## src/rtl/vga_timing_pkg.sv

```systemverilog
// Shared constants, raster helpers and FSM state type for the VGA timing master.
// Defaults describe 640x480@60 with a 25.175 MHz pixel clock.
package vga_timing_pkg;

  localparam int DEF_HORIZ_SYNC         = 96;
  localparam int DEF_HORIZ_BACK_PORCH   = 48;
  localparam int DEF_HORIZ_ACTIVE_WIDTH = 640;
  localparam int DEF_HORIZ_FRONT_PORCH  = 16;
  localparam int DEF_VERT_SYNC          = 2;
  localparam int DEF_VERT_BACK_PORCH    = 33;
  localparam int DEF_VERT_ACTIVE_HEIGHT = 480;
  localparam int DEF_VERT_FRONT_PORCH   = 10;
  localparam int DEF_COLOUR_DEPTH       = 8;
  localparam int DEF_PIX_LATENCY        = 2;

  typedef enum logic [1:0] {
    IDLE  = 2'd0,
    RUN   = 2'd1,
    DRAIN = 2'd2
  } vga_state_e;

  function automatic int h_total(input int hs, input int hbp, input int haw, input int hfp);
    return hs + hbp + haw + hfp;
  endfunction

  function automatic int v_total(input int vs, input int vbp, input int vah, input int vfp);
    return vs + vbp + vah + vfp;
  endfunction

endpackage

```

## src/rtl/vga_delay_line.sv

```systemverilog
// Fixed-depth shift register carrying raw hsync/vsync/de so they line up with
// the colour returned by the frame source. Resets to the inactive (sync-high) pattern.
module vga_delay_line #(
  parameter int DEPTH = 2
) (
  input  logic clk_i,
  input  logic rst_n_i,
  input  logic hsync_i,
  input  logic vsync_i,
  input  logic de_i,
  output logic hsync_o,
  output logic vsync_o,
  output logic de_o
);

  localparam logic [2:0] RESET_VAL = 3'b110;

  logic [2:0] stage_q [DEPTH];

  always_ff @(posedge clk_i or negedge rst_n_i) begin
    if (!rst_n_i) begin
      for (int i = 0; i < DEPTH; i++) stage_q[i] <= RESET_VAL;
    end else begin
      stage_q[0] <= {hsync_i, vsync_i, de_i};
      for (int i = 1; i < DEPTH; i++) stage_q[i] <= stage_q[i-1];
    end
  end

  assign hsync_o = stage_q[DEPTH-1][2];
  assign vsync_o = stage_q[DEPTH-1][1];
  assign de_o    = stage_q[DEPTH-1][0];

endmodule

```

## src/rtl/vga_timing_master.sv

```systemverilog
// VGA transmitter: lead raster counters issue pixel requests, and sync/DE are
// delayed to meet the returned colour so all display outputs lag the counters equally.
module vga_timing_master
  import vga_timing_pkg::*;
#(
  parameter int HORIZ_SYNC         = DEF_HORIZ_SYNC,
  parameter int HORIZ_BACK_PORCH   = DEF_HORIZ_BACK_PORCH,
  parameter int HORIZ_ACTIVE_WIDTH = DEF_HORIZ_ACTIVE_WIDTH,
  parameter int HORIZ_FRONT_PORCH  = DEF_HORIZ_FRONT_PORCH,
  parameter int VERT_SYNC          = DEF_VERT_SYNC,
  parameter int VERT_BACK_PORCH    = DEF_VERT_BACK_PORCH,
  parameter int VERT_ACTIVE_HEIGHT = DEF_VERT_ACTIVE_HEIGHT,
  parameter int VERT_FRONT_PORCH   = DEF_VERT_FRONT_PORCH,
  parameter int COLOUR_DEPTH       = DEF_COLOUR_DEPTH,
  parameter int PIX_LATENCY        = DEF_PIX_LATENCY
) (
  input  logic                                  PCLK,
  input  logic                                  RST_ASYNC_N,
  input  logic                                  EN,
  output logic                                  PIX_REQ_OUT,
  output logic [$clog2(HORIZ_ACTIVE_WIDTH)-1:0] PIX_X_OUT,
  output logic [$clog2(VERT_ACTIVE_HEIGHT)-1:0] PIX_Y_OUT,
  input  logic [COLOUR_DEPTH-1:0]               PIX_RED_IN,
  input  logic [COLOUR_DEPTH-1:0]               PIX_GREEN_IN,
  input  logic [COLOUR_DEPTH-1:0]               PIX_BLUE_IN,
  output logic                                  HSYNC_OUT,
  output logic                                  VSYNC_OUT,
  output logic                                  DE_OUT,
  output logic [COLOUR_DEPTH-1:0]               RED_OUT,
  output logic [COLOUR_DEPTH-1:0]               GREEN_OUT,
  output logic [COLOUR_DEPTH-1:0]               BLUE_OUT,
  output logic                                  FRAME_START_OUT,
  output logic [15:0]                           FRAME_CNT_OUT
);

  localparam int XW      = $clog2(HORIZ_ACTIVE_WIDTH);
  localparam int YW      = $clog2(VERT_ACTIVE_HEIGHT);
  localparam int H_TOTAL = h_total(HORIZ_SYNC, HORIZ_BACK_PORCH, HORIZ_ACTIVE_WIDTH, HORIZ_FRONT_PORCH);
  localparam int V_TOTAL = v_total(VERT_SYNC, VERT_BACK_PORCH, VERT_ACTIVE_HEIGHT, VERT_FRONT_PORCH);
  localparam int HW      = $clog2(H_TOTAL);
  localparam int VW      = $clog2(V_TOTAL);

  localparam logic [HW-1:0] H_LAST      = HW'(H_TOTAL - 1);
  localparam logic [HW-1:0] H_SYNC_END  = HW'(HORIZ_SYNC);
  localparam logic [HW-1:0] H_ACT_START = HW'(HORIZ_SYNC + HORIZ_BACK_PORCH);
  localparam logic [HW-1:0] H_ACT_LAST  = HW'(HORIZ_SYNC + HORIZ_BACK_PORCH + HORIZ_ACTIVE_WIDTH - 1);
  localparam logic [VW-1:0] V_LAST      = VW'(V_TOTAL - 1);
  localparam logic [VW-1:0] V_SYNC_END  = VW'(VERT_SYNC);
  localparam logic [VW-1:0] V_ACT_START = VW'(VERT_SYNC + VERT_BACK_PORCH);
  localparam logic [VW-1:0] V_ACT_LAST  = VW'(VERT_SYNC + VERT_BACK_PORCH + VERT_ACTIVE_HEIGHT - 1);

  vga_state_e state_q, state_d;
  logic [HW-1:0] hcnt_q, hcnt_d;
  logic [VW-1:0] vcnt_q, vcnt_d;
  logic          req_q, req_d;
  logic [XW-1:0] x_q, x_d;
  logic [YW-1:0] y_q, y_d;
  logic          hsync_q, hsync_d;
  logic          vsync_q, vsync_d;
  logic          de_q, de_d;
  logic [COLOUR_DEPTH-1:0] red_q, red_d, green_q, green_d, blue_q, blue_d;
  logic          fstart_q, fstart_d;
  logic [15:0]   fcnt_q, fcnt_d;

  logic running, frame_end, active;
  logic hsync_raw, vsync_raw;
  logic dly_hsync, dly_vsync, dly_de;

  assign running   = (state_q != IDLE);
  assign frame_end = (hcnt_q == H_LAST) && (vcnt_q == V_LAST);
  assign active    = running &&
                     (hcnt_q >= H_ACT_START) && (hcnt_q <= H_ACT_LAST) &&
                     (vcnt_q >= V_ACT_START) && (vcnt_q <= V_ACT_LAST);
  assign hsync_raw = !(running && (hcnt_q < H_SYNC_END));
  assign vsync_raw = !(running && (vcnt_q < V_SYNC_END));

  // EN is only honoured at frame boundaries so a frame is never cut short.
  always_comb begin
    state_d = state_q;
    hcnt_d  = hcnt_q;
    vcnt_d  = vcnt_q;
    case (state_q)
      IDLE: begin
        hcnt_d = '0;
        vcnt_d = '0;
        if (EN) state_d = RUN;
      end
      RUN, DRAIN: begin
        if (hcnt_q == H_LAST) begin
          hcnt_d = '0;
          vcnt_d = (vcnt_q == V_LAST) ? '0 : vcnt_q + 1'b1;
        end else begin
          hcnt_d = hcnt_q + 1'b1;
        end
        if (state_q == RUN && !EN) state_d = frame_end ? IDLE : DRAIN;
        if (state_q == DRAIN && frame_end) state_d = EN ? RUN : IDLE;
      end
      default: state_d = IDLE;
    endcase
  end

  vga_delay_line #(
    .DEPTH (PIX_LATENCY)
  ) u_delay (
    .clk_i   (PCLK),
    .rst_n_i (RST_ASYNC_N),
    .hsync_i (hsync_raw),
    .vsync_i (vsync_raw),
    .de_i    (active),
    .hsync_o (dly_hsync),
    .vsync_o (dly_vsync),
    .de_o    (dly_de)
  );

  // A frame begins where the delayed vsync falls; hsync falls on the same cycle.
  always_comb begin
    req_d    = active;
    x_d      = active ? XW'(hcnt_q - H_ACT_START) : '0;
    y_d      = active ? YW'(vcnt_q - V_ACT_START) : '0;
    hsync_d  = dly_hsync;
    vsync_d  = dly_vsync;
    de_d     = dly_de;
    red_d    = dly_de ? PIX_RED_IN   : '0;
    green_d  = dly_de ? PIX_GREEN_IN : '0;
    blue_d   = dly_de ? PIX_BLUE_IN  : '0;
    fstart_d = vsync_q && !dly_vsync;
    fcnt_d   = fcnt_q;
    if (fstart_d) fcnt_d = fcnt_q + 16'd1;
  end

  always_ff @(posedge PCLK or negedge RST_ASYNC_N) begin
    if (!RST_ASYNC_N) begin
      state_q  <= IDLE;
      hcnt_q   <= '0;
      vcnt_q   <= '0;
      req_q    <= 1'b0;
      x_q      <= '0;
      y_q      <= '0;
      hsync_q  <= 1'b1;
      vsync_q  <= 1'b1;
      de_q     <= 1'b0;
      red_q    <= '0;
      green_q  <= '0;
      blue_q   <= '0;
      fstart_q <= 1'b0;
      fcnt_q   <= '0;
    end else begin
      state_q  <= state_d;
      hcnt_q   <= hcnt_d;
      vcnt_q   <= vcnt_d;
      req_q    <= req_d;
      x_q      <= x_d;
      y_q      <= y_d;
      hsync_q  <= hsync_d;
      vsync_q  <= vsync_d;
      de_q     <= de_d;
      red_q    <= red_d;
      green_q  <= green_d;
      blue_q   <= blue_d;
      fstart_q <= fstart_d;
      fcnt_q   <= fcnt_d;
    end
  end

  assign PIX_REQ_OUT     = req_q;
  assign PIX_X_OUT       = x_q;
  assign PIX_Y_OUT       = y_q;
  assign HSYNC_OUT       = hsync_q;
  assign VSYNC_OUT       = vsync_q;
  assign DE_OUT          = de_q;
  assign RED_OUT         = red_q;
  assign GREEN_OUT       = green_q;
  assign BLUE_OUT        = blue_q;
  assign FRAME_START_OUT = fstart_q;
  assign FRAME_CNT_OUT   = fcnt_q;

endmodule

```

## config.mk

```make
export PLATFORM = sky130hd
export DESIGN_NAME = vga_timing_master
export DESIGN_NICKNAME = d
export VERILOG_FILES = /design/src/rtl/vga_timing_pkg.sv /design/src/rtl/vga_delay_line.sv /design/src/rtl/vga_timing_master.sv
export SDC_FILE = /design/constraint.sdc
export NUM_CORES = 1
export LEC_CHECK = 0
export ABC_CLOCK_PERIOD_IN_PS = 2800
export CAP_MARGIN = 20
export CORE_MARGIN = 1.5
export CORE_UTILIZATION = 44
export DETAILED_ROUTE_END_ITERATION = 16
export GPL_TIMING_DRIVEN = 0
export PLACE_DENSITY = 0.71
export REMOVE_ABC_BUFFERS = 1
export SETUP_SLACK_MARGIN = 0.15
export SLEW_MARGIN = 5
export SYNTH_ARGS = -nofsm -noshare
export SYNTH_HDL_FRONTEND = slang
export SYNTH_SLANG_ARGS = --single-unit
```

## constraint.sdc

```tcl
create_clock -name PCLK -period 2.8 [get_ports PCLK]
set_input_delay 0.56 -clock PCLK [delete_from_list [all_inputs] [get_ports PCLK]]
set_output_delay 0.56 -clock PCLK [all_outputs]
set_load 0.005 [all_outputs]
```

==> reports/metrics.cfg <==
[timing]
fin_skew_ns = 0.0106
tightest_slew_ns = 0.582
fmax_mhz = 445
hold_viol_final = 0
setup_slack_ns = 0.555
drv_slew = 0
rsz0062_at_grt = no
setup_viol = 0
setup_tns_ns = 0
finalCritPeriodShare = 0.802
relSlewSlack = 0.611
layout_min_cycle_time_ns = 2.25
timing.hold.ws_ns = 0.107

[grt]
grt-ovfl-total = 0
grt.met3_usage = 0.0383
antenna_found_initial = 0
grt_pass1_vias = 2817
grt_max_degree = 67
top_usage_layer = met2
grt_pass1_wl_um = 13900
met1_usage = 0.242
met2_usage = 0.273
track_usage = 0.174

[critical_path]
critPathSlowestCell = dfrtp_1
path_cells = inv_1 > ha_1 > nor4bb_1 > o21a_1 > o311ai_2 > buf_4 > nor4_1
reg2reg_slack_ns = 0.55
worstPathRequired_ns = 3.03
endpoint_kind = flop
r2r_cells = 7
arrival_ns = 2.48
worstReg2RegStart = hcnt_q[5]
r2r_end = PIX_Y_OUT[5]
crit_path_start = hcnt_q[5]
cp_max_fo = 13
cp-endpoint = PIX_Y_OUT[5]
slowest_delay_ns = 0.44
path_class = reg -> reg
start_kind = flop

[cells_and_area]
final_util = 0.577
antenna-diode-count = 0
fin_cells = 565
design_area_sq_um = 5310
nets = 490
syn_to_final_growth_pct = 27.8
fillers = 768
multi_input_area_sq_um = 1680
seq_area_sq_um = 2280
drive_above_1_share = 0.0837

[floorplanning]
die_w_um = 100
die_y_um = 100
initial_utilization = 0.451
ioPinCount = 91
die_area_sq_um = 10000
rows = 35
core_sq_um = 9200

[hold_path]
min_path_type = in -> async

[synthesis]
yosysSeqAreaShare = 0.550
syn_avg_cell_area_sq_um = 11.3
synth-warning-count = 0
async_flop_share = 1.00
ys_types = 51
ys_ff_latch = 91
synth-edff-count = 0
syn-instance-count = 369
syn-cell-area_sq_um = 4150
synthFlopType = dfrtp_1

[route]
drt_wl_total_um = 8370
drc_errors = 0
dr.first_iter.drc_count = 106
ant_nets = 0
vias = 2941
firstDrtPassIters = 4
vias_per_cell = 5.21
wl_per_cell_um = 14.8

[place]
gp_congestion = 0.829
placed_cells = 549
place.port_buffers = 90
place_area_sq_um = 5110
hpwl_um = 5880
place_worst_setup_slack_ns = 0.636

[clock_tree]
cts_root_buffer = clkbuf_8
clk_pin_slew_worst_paths_ns = 0.10
ctsResizeCount = 0
cts.htree.levels = 3
cts.sinks = 91
cts_hold_buf = 0
clock_latency_ns = 0.35
cts_made_buffers = 9
cts_tree = yes
cts_setup_buffers = 0
ctsLongestPathBuffers = 2

[pwr]
p_leak_nw = 2.33
peakVddDrop_mv = 0.423
p_per_area_nw_per_um2 = 595
finalPower_mw = 3.16

[job]
cap_viol_max_count = 0

[status]
status = complete, no violations

worst min-delay path by stage:
stage / from / slack [ns] / depth (start not counted) / endpoint
after floorplan: RST_ASYNC_N / 0.26 / 0 / BLUE_OUT[0]
after global placement: u_delay.hsync_o / 0.35 / 0 / HSYNC_OUT
after detailed placement: u_delay.stage_q[5] / 0.35 / 0 / u_delay.hsync_o
after CTS: RST_ASYNC_N / 0.1 / 1 / FRAME_CNT_OUT[15]
after global routing: RST_ASYNC_N / 0.10 / 1 / FRAME_CNT_OUT[15]
final: RST_ASYNC_N / 0.11 / 1 / FRAME_CNT_OUT[9]
cells in the mapped netlist, types with 4 or more instances:
cell,number,area share
nor2_1,16,0.014
a211o_1,4,0.0084
dfstp_2,6,0.038
ha_1,14,0.042
dfrtp_1,85,0.51
and4b_1,4,0.0096
clkbuf_1,8,0.0072
nand3_1,9,0.011
nor4_1,9,0.014
nand2_1,21,0.019
or3_1,4,0.0060
nor3_1,26,0.031
xor2_1,7,0.015
inv_1,19,0.017
a21oi_1,6,0.0072
nand2b_1,6,0.0090
xnor2_1,21,0.044
buf_2,10,0.012
and2_1,25,0.038
o21ai_0,6,0.0072
nand4_1,8,0.012
placed cells by master (no fill, tap or decap), types with 4 or more instances in the layout:
master           netlist  routed
nor4_1                 9       9
nand2b_1               6       6
inv_1                 19      19
nand3_1                9       9
clkdlybuf4s50_1        0      89
dfstp_2                6       6
clkbuf_8               0       9
or3_1                  4       4
and4b_1                4       4
xor2_1                 7       7
nand4_1                8       8
nor3_1                26      26
a21oi_1                6       6
nor2_1                16      16
and2_1                25      25
ha_1                  14      14
dfrtp_1               85      85
xnor2_1               21      21
o21ai_0                6       6
nand2_1               21      21
a211o_1                4       4
layer usage:
layer  vias up  wire (um)
met2        91       3770
met1      1415       4100
met5         -          0
li1       1429          -
met4         0         86
met3         6        418
critical path, delay by kind of cell (launching register included):
kind            cells  cell delay, ns
flops               1            0.44
buf+inv             2            0.40
compound gates      2            0.34
simple gates        2            0.67
fa+ha+maj           1            0.28
flip-flops by register name, indices dropped and copies added (netlist names):
name,count
FRAME_CNT_OUT,16
PIX_X_OUT,10
hcnt_q,10
vcnt_q,10
PIX_Y_OUT,9
BLUE_OUT,8
GREEN_OUT,8
RED_OUT,8
u_delay.stage_q,3
state_q,2
DE_OUT,1
FRAME_START_OUT,1
HSYNC_OUT,1
VSYNC_OUT,1
u_delay.de_o,1
u_delay.hsync_o,1
u_delay.vsync_o,1
logic make-up (layout without fill, tap and decap cells):
group,count (synthesis),after routing,synth area share
AOI/OAI and AO/OA,40,40,0.0769
xor gates and xnor gates,28,28,0.0591
adders and majority gates,14,14,0.0422
buffers and inverters,42,127,0.0473
DFF,91,91,0.550
muxes,6,6,0.0154
and+or+nand+nor,148,148,0.209
power breakdown:
group	internal (mW)	switching, mW	total (mW)
clock network	0.421	0.466	0.887
logic	0.332	0.363	0.694
registers	1.47	0.108	1.57
final cells by class:
| type | count | area share |
|---|---|---|
| Sequential cell | 91 | 0.431 |
| Multi-Input combinational cell | 236 | 0.316 |
| Timing Repair Buffer | 92 | 0.176 |
| Tap cell | 111 | 0.0262 |
| Clock buffer | 10 | 0.0241 |
| Clock inverter | 6 | 0.0134 |
| Inverter | 19 | 0.0134 |
Power figures use the tool's default switching activity.
